## src/rtl/calc_param_if.sv

```systemverilog
// calc_param_if: keypad command handshake plus status/display bus of the calculator
interface calc_param_if #(
    parameter int W = 27,
    parameter int POS_W = 4
);
    logic [3:0] cmd;
    logic cmd_valid;
    logic cmd_ready;
    logic [1:0] status;
    logic [3:0] data;
    logic [POS_W-1:0] pos;
    logic data_valid;
    logic [2:0] state;
    logic [W-1:0] value;
    modport master (output cmd, cmd_valid, input cmd_ready, status, data, pos, data_valid, state, value);
    modport slave (input cmd, cmd_valid, output cmd_ready, status, data, pos, data_valid, state, value);
endinterface

```

## src/rtl/calc_param.sv

```systemverilog
// calc_param: keypad decimal calculator with multi-cycle mul/div and serial BCD display output
module calc_param #(
    parameter int NDIGITS = 8,
    parameter int W = 27,
    parameter int POS_W = 4
) (
    input logic clock,
    input logic reset,
    calc_param_if.slave bus
);
    localparam int CW = $clog2(W);
    localparam logic [W-1:0] MAX = W'(64'(10) ** NDIGITS - 64'd1);

    typedef enum logic [2:0] {ENTER_A = 3'd0, ENTER_B = 3'd1, CALC = 3'd2, PRINT = 3'd3, ERROR = 3'd4} state_t;
    typedef enum logic [1:0] {OP_ADD, OP_SUB, OP_MUL, OP_DIV} op_t;

    state_t cur, nxt, pending;
    op_t op, next_op, new_op;
    logic [W-1:0] value, value_n, reg_a, reg_b, shadow, result;
    logic [2*W-1:0] acc, mul_n, div_n;
    logic [W:0] sum, mul_s, div_try;
    logic [W+3:0] app;
    logic [CW-1:0] cnt;
    logic fresh, b_entered, chain, take, is_digit, is_op, is_eq, is_bs, digit_ok, last, calc_done, calc_err;

    assign take = bus.cmd_valid && bus.cmd_ready;
    assign is_digit = bus.cmd < 4'd10;
    assign is_op = bus.cmd >= 4'd10 && bus.cmd <= 4'd13;
    assign is_eq = bus.cmd == 4'd14;
    assign is_bs = bus.cmd == 4'd15;
    assign new_op = op_t'(bus.cmd[1:0] + 2'd2);
    assign app = (W+4)'(value) * (W+4)'(10) + (W+4)'(bus.cmd);
    assign digit_ok = fresh || app <= (W+4)'(MAX);
    assign last = cnt == CW'(W - 1);
    assign sum = {1'b0, reg_a} + {1'b0, reg_b};
    // Shift-add step: add the multiplicand into the high half when the multiplier lsb is set, then shift right
    assign mul_s = {1'b0, acc[2*W-1:W]} + (acc[0] ? {1'b0, reg_a} : '0);
    assign mul_n = {mul_s, acc[W-1:1]};
    // Restoring step: shift remainder/quotient left, keep the trial subtraction only if it did not borrow
    assign div_try = acc[2*W-1:W-1] - {1'b0, reg_b};
    assign div_n = div_try[W] ? {acc[2*W-2:0], 1'b0} : {div_try[W-1:0], acc[W-2:0], 1'b1};

    // Completion, error and result of the current CALC cycle for the selected operator
    always_comb begin
        calc_done = op == OP_ADD || op == OP_SUB || last || (op == OP_DIV && reg_b == '0);
        calc_err = op == OP_ADD ? sum > {1'b0, MAX} :
                   op == OP_SUB ? reg_a < reg_b :
                   op == OP_MUL ? mul_n > {{W{1'b0}}, MAX} : reg_b == '0;
        result = op == OP_ADD ? sum[W-1:0] :
                 op == OP_SUB ? reg_a - reg_b :
                 op == OP_MUL ? mul_n[W-1:0] : div_n[W-1:0];
    end

    // Display value after the transition about to be taken
    always_comb begin
        value_n = value;
        if (take && (cur == ENTER_A || cur == ENTER_B))
            value_n = is_digit && digit_ok ? (fresh ? W'(bus.cmd) : app[W-1:0]) :
                      is_bs ? value / W'(10) :
                      is_op && cur == ENTER_A ? '0 : value;
        else if (cur == CALC && calc_done)
            value_n = calc_err ? '0 : result;
    end

    // State register
    always_ff @(posedge clock or posedge reset)
        if (reset) cur <= ENTER_A;
        else cur <= nxt;

    // Next-state selection
    always_comb begin
        nxt = cur;
        case (cur)
            ENTER_A: if (take) nxt = (is_digit && digit_ok) || is_bs || is_op ? PRINT : ENTER_A;
            ENTER_B: if (take) nxt = (is_digit && digit_ok) || is_bs ? PRINT :
                                     is_eq || (is_op && b_entered) ? CALC : ENTER_B;
            CALC: if (calc_done) nxt = calc_err ? ERROR : PRINT;
            PRINT: if (cnt == CW'(NDIGITS - 1)) nxt = pending;
            ERROR: if (take && is_bs) nxt = PRINT;
            default: nxt = ENTER_A;
        endcase
    end

    // Outputs decoded from the current state and the print shadow
    always_comb begin
        bus.cmd_ready = cur == ENTER_A || cur == ENTER_B || cur == ERROR;
        bus.status = cur == ERROR ? 2'b00 : cur == CALC ? 2'b01 : cur == PRINT ? 2'b11 : 2'b10;
        bus.data_valid = cur == PRINT;
        bus.pos = cur == PRINT ? POS_W'(cnt) : '0;
        bus.data = cur == PRINT ? 4'(shadow % W'(10)) : 4'd0;
        bus.state = cur;
        bus.value = value;
    end

    // Operand, accumulator, step counter and print shadow registers
    always_ff @(posedge clock or posedge reset) begin
        if (reset) begin
            value <= '0;
            reg_a <= '0;
            reg_b <= '0;
            shadow <= '0;
            acc <= '0;
            cnt <= '0;
            op <= OP_ADD;
            next_op <= OP_ADD;
            pending <= ENTER_A;
            fresh <= 1'b0;
            b_entered <= 1'b0;
            chain <= 1'b0;
        end else begin
            value <= value_n;
            shadow <= cur == PRINT ? shadow / W'(10) : value_n;
            cnt <= nxt == cur ? cnt + 1'b1 : '0;
            if (nxt == PRINT && cur != PRINT)
                pending <= cur == ENTER_B || (cur == ENTER_A && is_op) || (cur == CALC && chain) ? ENTER_B : ENTER_A;
            if (nxt == CALC && cur != CALC) begin
                reg_b <= value;
                chain <= is_op;
                acc <= {{W{1'b0}}, op == OP_DIV ? reg_a : value};
                if (is_op) next_op <= new_op;
            end else if (cur == CALC)
                acc <= op == OP_MUL ? mul_n : div_n;
            if (take && cur == ENTER_A && is_op) begin
                reg_a <= value;
                op <= new_op;
                b_entered <= 1'b0;
            end else if (take && cur == ENTER_B && is_op && !b_entered)
                op <= new_op;
            else if (take && cur == ENTER_B && is_digit)
                b_entered <= 1'b1;
            else if (take && cur == ERROR && is_bs)
                reg_a <= '0;
            else if (cur == CALC && calc_done && !calc_err && chain) begin
                reg_a <= result;
                op <= next_op;
                b_entered <= 1'b0;
            end
            if (cur == CALC && calc_done && !calc_err)
                fresh <= 1'b1;
            else if (take && (is_digit || is_bs || (is_op && cur == ENTER_A)))
                fresh <= 1'b0;
        end
    end
endmodule

```

## src/flat_wrapper.sv

```systemverilog
// flat-port wrapper written by rule: the top's interface ports become plain ports
module calc_param_flat 
#(
    parameter int NDIGITS = 8,
    parameter int W = 27,
    parameter int POS_W = 4
)
  (clock, reset, bus_cmd, bus_cmd_valid, bus_cmd_ready, bus_status, bus_data, bus_pos, bus_data_valid, bus_state, bus_value);
  calc_param_if #(.W(W), .POS_W(POS_W)) bus_i ();
  input logic clock;
  input logic reset;
  input wire logic [$bits(bus_i.cmd)-1:0] bus_cmd;
  input wire logic [$bits(bus_i.cmd_valid)-1:0] bus_cmd_valid;
  output wire logic [$bits(bus_i.cmd_ready)-1:0] bus_cmd_ready;
  output wire logic [$bits(bus_i.status)-1:0] bus_status;
  output wire logic [$bits(bus_i.data)-1:0] bus_data;
  output wire logic [$bits(bus_i.pos)-1:0] bus_pos;
  output wire logic [$bits(bus_i.data_valid)-1:0] bus_data_valid;
  output wire logic [$bits(bus_i.state)-1:0] bus_state;
  output wire logic [$bits(bus_i.value)-1:0] bus_value;
  assign bus_i.cmd = bus_cmd;
  assign bus_i.cmd_valid = bus_cmd_valid;
  assign bus_cmd_ready = bus_i.cmd_ready;
  assign bus_status = bus_i.status;
  assign bus_data = bus_i.data;
  assign bus_pos = bus_i.pos;
  assign bus_data_valid = bus_i.data_valid;
  assign bus_state = bus_i.state;
  assign bus_value = bus_i.value;
  calc_param #(.NDIGITS(NDIGITS), .W(W), .POS_W(POS_W)) u_core (.clock(clock), .reset(reset), .bus(bus_i));
endmodule
```

## config.mk

```make
export PLATFORM = sky130hd
export DESIGN_NAME = calc_param_flat
export DESIGN_NICKNAME = d
export VERILOG_FILES = /design/src/rtl/calc_param_if.sv /design/src/rtl/calc_param.sv /design/src/flat_wrapper.sv
export SDC_FILE = /design/constraint.sdc
export NUM_CORES = 1
export LEC_CHECK = 0
export ABC_CLOCK_PERIOD_IN_PS = 13100
export BUFFER_PORTS_ARGS = -buffer_cell sky130_fd_sc_hd__buf_2
export CORE_ASPECT_RATIO = 0.9
export CORE_MARGIN = 5
export CORE_UTILIZATION = 52
export CTS_CLUSTER_DIAMETER = 50
export CTS_CLUSTER_SIZE = 14
export DETAILED_ROUTE_END_ITERATION = 12
export HOLD_SLACK_MARGIN = 0.1
export PLACE_DENSITY = 0.66
export SLEW_MARGIN = 10
export SYNTH_ARGS = -nofsm -noshare
export SYNTH_HDL_FRONTEND = slang
export SYNTH_SLANG_ARGS = --single-unit
```

## constraint.sdc

```tcl
create_clock -name clock -period 13.1 [get_ports clock]
set_clock_uncertainty 0.15 [all_clocks]
set_input_delay 0.655 -clock clock [delete_from_list [all_inputs] [get_ports clock]]
set_output_delay 0.655 -clock clock [all_outputs]
set_load 0.02 [all_outputs]
```

---- After elaboration in Yosys (flattened, before gate mapping) ----
Cells that the tools add are included.
cells by class
  add/subtract/negate cells ............... 7
  multipliers ............................. 1
  divide/modulo/power cells ............... 3
  magnitude comparators ................... 7
  eq/ne operators ......................... 21
  mux-type cells .......................... 54
  reduce and logical (&&, ||, !) cells .... 50
operators with widths
  operator                                                                            count
  27-bit two-way mux                                                                  18
  54-bit two-way mux                                                                  4
  27-bit by 4-bit divider with 27-bit output, second input constant                   2
  54-bit by 27-bit > comparator with 1-bit output, second input constant              1
  31-bit by 4-bit adder with 31-bit output                                            1
  31-bit by 27-bit less-or-equal comparator with 1-bit output, second input constant  1
  27-bit by 3-bit multiplier with 30-bit output, second input constant                1
  27-bit by 27-bit adder with 28-bit output                                           1
  27-bit by 28-bit adder with 28-bit output                                           1
  28-bit by 27-bit > comparator with 1-bit output, second input constant              1
  28-bit by 27-bit subtractor with 28-bit output                                      1
  27-bit logical NOT                                                                  1
  27-bit < comparator                                                                 1
  27-bit by 4-bit remainder unit with 27-bit output, second input constant            1
  27-bit subtractor                                                                   1
  1-bit logical AND                                                                   23
  3-bit two-way mux                                                                   7
  2-bit two-way mux                                                                   9
  3-bit case mux with 5 select lines                                                  1
  1-bit logical OR                                                                    13
  3-bit by 2-bit == test with 1-bit output, second input constant                     4
  1-bit two-way mux                                                                   12
  3-bit by 1-bit inequality test with 1-bit output, second input constant             3
  3-bit AND reduction                                                                 3
  other kinds (23)                                                                    32
storage, ports and cells
  bits in registers ....................... 180
  input port bits ......................... 7
  output and inout port bits .............. 42

---- Longest topological paths before layout ----
Gate-level depths: netlist of the first run.
  word-level depth ........................ 14
  depth in mapped cells ................... 46
  depth with buffers taken out ............ 38

---- Worst setup path before layout of the first run ----
Ideal clock, no wire load.
  path kind ............................... register to output
  start point ............................. reg u_core.shadow[23]
  end point ............................... out bus_data[1]
  data arrival time ....................... 9.037 ns
  path slack .............................. 3.258 ns
  cell stages (with the launch flop) ...... 37
  path buffers ............................ 3
  cell sequence ........................... dfrtp_1 > buf_2 > and2_1 > a32o_1 > a221oi_2 > nand2_4 > o21a_4 > xnor2_1 > mux2_2 > o311a_1 > a22o_1 > a32oi_1 > buf_2 > a2111oi_0 > or3_1 > or2_1 > buf_6 > o31a_1 > a31oi_2 > nand2_2 > maj3_2 > o21a_2 > o2111a_2 > o41a_1 > nor4b_1 > o211a_1 > nor3_4 > mux2_2 > or4_1 > o311ai_0 > mux2i_2 > o21ai_1 > nand2_1 > xnor2_1 > ha_1 > o211ai_2 > mux2i_1
on the way
  word-level cells in the longest chain between the ends .. 2
ends and longest elaborated chain
  what                                               line                text
  from (decl)                                        calc_param.sv:19    logic [W-1:0] value, value_n, reg_a, reg_b, shadow, result;
  from (signal assigned)                             calc_param.sv:112   shadow <= cur == PRINT ? shadow / W'(10) : value_n;
  27-bit by 4-bit remainder unit with 27-bit output  calc_param.sv:90    bus.data = cur == PRINT ? 4'(shadow % W'(10)) : 4'd0;
  4-bit two-way mux                                  calc_param.sv:90
  to (decl)                                          flat_wrapper.sv:16  output wire logic [$bits(bus_i.data)-1:0] bus_data;
Every way passes these cells.

---- Worst setup path after layout of the first run ----
  start point ............................. reg u_core.shadow[22]
  end point ............................... out bus_data[2]
The elaborated chain is that of the path after synthesis.

==> results.toml, run 1 <==
[clock_tree]
cts_setup_buffers = 0
root_buffer = "clkbuf_16"
cts_htree_levels = 4
cts_tree = "done"
clk_path_buf_depth = 2
clock_latency_ns = 0.48
clock-sinks = 178
clk_pin_slew_ns = 0.08
numCtsBuffers = 17

[floorplan]
rows = 75
initial_core_util = 0.522
die-width_um = 237
fp.coreArea_um2 = 46300
die_h_um = 215
io_pins = 49
die-area_um2 = 50900

[finish]
final_common_cell = "nand2_1"
syn2layout_area_growth_pct = 4.07
nets = 3215
final_cell_mix = "nand2_1, nor2_1, a21oi_1"
diodes = 0
drive_above_1_share = 0.0990

[synth]
synth_area_um2 = 24200
async_reset_ff_frac = 1.00
synthTopCellsByArea = "dfrtp_1, ha_1, nand2_1, a21oi_1, xnor2_1"
synth_nets = 3342
synth_edf_count = 0
synth_seq_area_share = 0.184
syn_inst = 3165
synth_top_area_share = 0.184
synth_area_leader_cell = "dfrtp_1"
syn_avg_cell_area_um2 = 7.64
ys_seq_elements = 178
ys_warn_count = 0
synth_flop_cell = "dfrtp_1"
ys_types = 138

[timing]
finalCritPeriodShare = 0.937
rsz0062_at_grt = "false"
final-setup-viol-count = 0
period_minus_slack_ns = 12.27
layout_setup_ws_ns = 0.832
worstMarginPinSlew_ns = 1.14
slew_headroom = 0.238
maxSlewViolCount = 0
fin_setup_tns_ns = 0
hold_violations = 0
fmax_ghz = 0.0815

[global_routing]
gr-usage-all-layers = 0.278
grt_max_degree = 111
grt_pass1_vias = 22500
overflow = 0
antenna_found_initial = 1
grt_pass1_wl_mm = 119

[critical_path]
max_stage_delay_ns = 0.92
start_kind = "register"
worst_setup_path_end_kind = "output port"
path_delay_family = "compound AO/OA/AOI/OAI gates"
crit_buf_inv = 1
required_ns = 12.30
critPathKind = "reg2out"
cp_slowest_cell = "dfrtp_1"
cp.arrival_ns = 11.46
worstPathMaxFanout = 25

[detailed_routing]
remaining_drc_errors = 0
drt_iter0_markers = 2347
vias = 23900
post_drt_wl_per_cell_um = 20.2
wirelength_mm = 74.0
ant_nets = 0
viasPerCell = 6.52
firstDrtPassIters = 6

[hold_path]
hold_class = "in2async"

[placed_design]
pre_cts_ws_ns = 0.956
portBuffers = 48
place_hpwl_mm = 53.7
routabilityCongestion = 0.892

[run]
drv_cap = 0

[status]
status = "finished, final reports clean"
==> timing repair <==
item	4_1_cts	5_1_grt
endpoints found under the setup margin	0	3
hold buffers	0	0
gates resized for setup	0	5
==> layer usage <==
metal	global-route usage	wire (µm)	up-vias
met4	0.0773	1690	0
met2	0.438	33200	792
met3	0.0394	4560	109
li1	-	-	11500
met1	0.397	34500	11500
met5	0	0	-
==> worst paths after layout <==
kind | from | endpoint | slack [ns] | cells after the start
setup / recovery | u_core.shadow[22] | bus_data[2] | 0.83 | 36
hold / removal | reset | u_core.acc[29] | 0.18 | 2
setup reg to reg | u_core.bus.value[24] | u_core.shadow[0] | 1.31 | 33
hold reg to reg | u_core.cnt[0] | u_core.cnt[0] | 0.36 | 1
max in group asynchronous | reset | u_core.bus.value[8] | 11.11 | 3
min in group clock | bus_cmd[1] | u_core.next_op[1] | 0.33 | 2
==> synth_stat cells, types with 59 or more instances <==
cell type  instances
nand2_1          304
nor2_1           240
a21oi_1          223
dfrtp_1          178
o21ai_0          175
clkbuf_1         166
inv_1            166
ha_1             164
nand3_1          132
xnor2_1          121
mux2i_1           95
nor3_1            81
mux2_2            59
o21bai_1          59
==> final cells by class <==
type	count	area [µm²]
clock buffer	19	443
timing repair buffer	80	480
multi-input combinational	2583	18200
tap	616	771
clock inverter	13	174
inverter	178	676
fill	4372	21100
sequential	178	4460
==> kinds of logic after synthesis <==
group / count (synthesis) / synth area share
mux: 159 / 0.0705
compound gates: 1037 / 0.308
fa+ha+maj: 181 / 0.0945
buf+inv: 404 / 0.0668
xor+xnor: 159 / 0.0591
simple gates: 1047 / 0.217
flops: 178 / 0.184
==> registers in the layout, summed over array words and instances (netlist names) <==
name and flops:
u_core.chain 1, u_core.pending 1, u_core.acc 54, u_core.shadow 27, u_core.cnt 5, u_core.reg_b 27, u_core.next_op 2, u_core.reg_a 27
u_core.bus.value 27, u_core.bus.state 3, u_core.b_entered 1, u_core.op 2, u_core.fresh 1
==> through the flow <==
step                 util  hold WS [ns]  cells  cell area [µm²]
floorplan               -         0.299   3165            24200
global route        0.544         0.264   3667            25200
finish              0.544         0.182   3667            25200
CTS                 0.543         0.224   3667            25100
detailed placement  0.530         0.335   3635            24500
global placement    0.530         0.328   3635            24500
Power of run 1 is not shown: default switching activity piles up to over one toggle a cycle in this logic, so the estimate is an artifact.
==> run 2: changes to the inputs <==
--- a/config.mk
+++ b/config.mk
@@ -5,7 +5,7 @@
 export SDC_FILE = /design/constraint.sdc
 export NUM_CORES = 1
 export LEC_CHECK = 0
-export ABC_CLOCK_PERIOD_IN_PS = 13100
+export ABC_CLOCK_PERIOD_IN_PS = 13250
 export BUFFER_PORTS_ARGS = -buffer_cell sky130_fd_sc_hd__buf_2
 export CORE_ASPECT_RATIO = 0.9
 export CORE_MARGIN = 5
==> constraint.sdc (replaced) <==
create_clock -name clock -period 13.25 [get_ports clock]
set_clock_uncertainty 0.15 [all_clocks]
set_input_delay 2.65 -clock clock [delete_from_list [all_inputs] [get_ports clock]]
set_output_delay 2.65 -clock clock [all_outputs]
set_load 0.02 [all_outputs]
==> run 2 against run 1 <==
  * Cell area up 2.5%
  * Final cell count up 1.1%
  * Critical path depth up 1
  * Core utilization up 1.3 points
  * Setup slack worse by 0.58 ns
  * Count of clock-buffer cells in the layout down 1
==> results.toml, run 2 (synthesized netlist as in run 1, its figures left out) <==
[status]
status = "finished, final reports clean"

[critical_path]
crit_buf_inv = 3
worst_setup_path_end_kind = "output port"
critPathKind = "reg2out"
r2r_cells = 33
path_delay_family = "compound AO/OA/AOI/OAI gates"
cp.arrival_ns = 10.20
path_depth = 37
start_kind = "register"
worstPathMaxFanout = 13
required_ns = 10.45
max_stage_delay_ns = 0.55
cp_slowest_cell = "dfrtp_4"

[floorplan]
die-area_um2 = 50900
fp.coreArea_um2 = 46300
die_h_um = 215
rows = 75
io_pins = 49
initial_core_util = 0.522
die-width_um = 237

[finish]
final_cells = 3709
diodes = 0
finalInstanceArea_um2 = 25800
largest_register_ffs = 54
final_util = 0.557
final_common_cell = "nand2_1"
final_cell_mix = "nand2_1, nor2_1, a21oi_1"
drive_above_1_share = 0.125
nets = 3257
syn2layout_area_growth_pct = 6.65
regMostFlops = "u_core.acc"

[timing]
slew_headroom = 0.295
layout_setup_ws_ns = 0.251
maxSlewViolCount = 0
worstMarginPinSlew_ns = 1.05
period_minus_slack_ns = 13.00
final-setup-viol-count = 0
hold_violations = 0
finalCritPeriodShare = 0.981
fmax_ghz = 0.0769

[placed_design]
portBuffers = 48
placedInstanceArea_um2 = 24700
routabilityCongestion = 0.898
placedCellCount = 3658
pre_cts_ws_ns = 0.238
place_hpwl_mm = 54.1

[global_routing]
grt_pass1_vias = 22700
grt_pass1_wl_mm = 120
grt_max_degree = 114
antenna_found_initial = 0
overflow = 0
gr-usage-all-layers = 0.279

[clock_tree]
root_buffer = "clkbuf_16"
numCtsBuffers = 17
clock_latency_ns = 0.48
cts_htree_levels = 4
clk_path_buf_depth = 2
cts_tree = "done"
clock-sinks = 178
clk_pin_slew_ns = 0.07
hold_buffers = 0

[detailed_routing]
ant_nets = 0
firstDrtPassIters = 6
viasPerCell = 6.52
drt_iter0_markers = 2142
remaining_drc_errors = 0
post_drt_wl_per_cell_um = 20.1
wirelength_mm = 74.7
vias = 24200

[run]
drv_cap = 0

[hold_path]
hold_class = "reg2reg"
hold_path_depth = 2
[run 2: cell types whose count changed in the layout (fill, tap and decap cells not counted), moves of 3 or more]
cell / change
buf_4: +40
clkinv_4: +3
nor3_1: -4
nor3_2: +4
o21ai_2: +4
[run 2: layout make-up]
cell class                      instances  area [µm²]
Fill cell                            4301       20500
Multi-Input combinational cell       2584       18500
Sequential cell                       178        4460
Timing Repair Buffer                  121         801
Tap cell                              616         771
Inverter                              178         676
Clock buffer                           18         429
Clock inverter                         14         156
[run 2: per-layer routing]
metal,vias to the layer above,track usage,routed length (µm)
li1,11600,-,-
met3,138,0.0529,4830
met4,0,0.0839,2090
met5,-,0,0
met1,11600,0.394,34700
met2,842,0.434,33100
[run 2: stage by stage]
step / TNS (ns) / hold WS (ns)
2_1_floorplan: 0 / 0.299
3_3_place_gp: 0 / 0.326
3_5_place_dp: 0 / 0.343
4_1_cts: 0 / 0.355
5_1_grt: -0.0590 / 0.389
6_report: 0 / 0.356
[run 2: worst paths after layout]
kind / startpoint / end / slack [ns]
max in group asynchronous: reset / u_core.op[0] / 9.19
setup reg to reg: u_core.bus.value[24] / u_core.shadow[1] / 1.48
hold reg to reg: u_core.pending[0] / u_core.pending[0] / 0.36
setup / recovery: u_core.shadow[22] / bus_data[2] / 0.25
hold / removal: u_core.pending[0] / u_core.pending[0] / 0.36
min in group asynchronous: reset / u_core.acc[29] / 2.19
[run 2: tightest hold or removal path, cell delays in order (launching register included)]
cell and delay [ns]:
dfrtp_1 0.36, nand2_1 0.05, o31ai_1 0.06
[run 2: what timing repair did]
item,in CTS,in global routing
endpoints found under the setup margin,3,3
pin swaps,1,19
cloned,0,1
setup buffers,1,17
resized for setup,17,52
Power of run 2 is left out for the same reason.
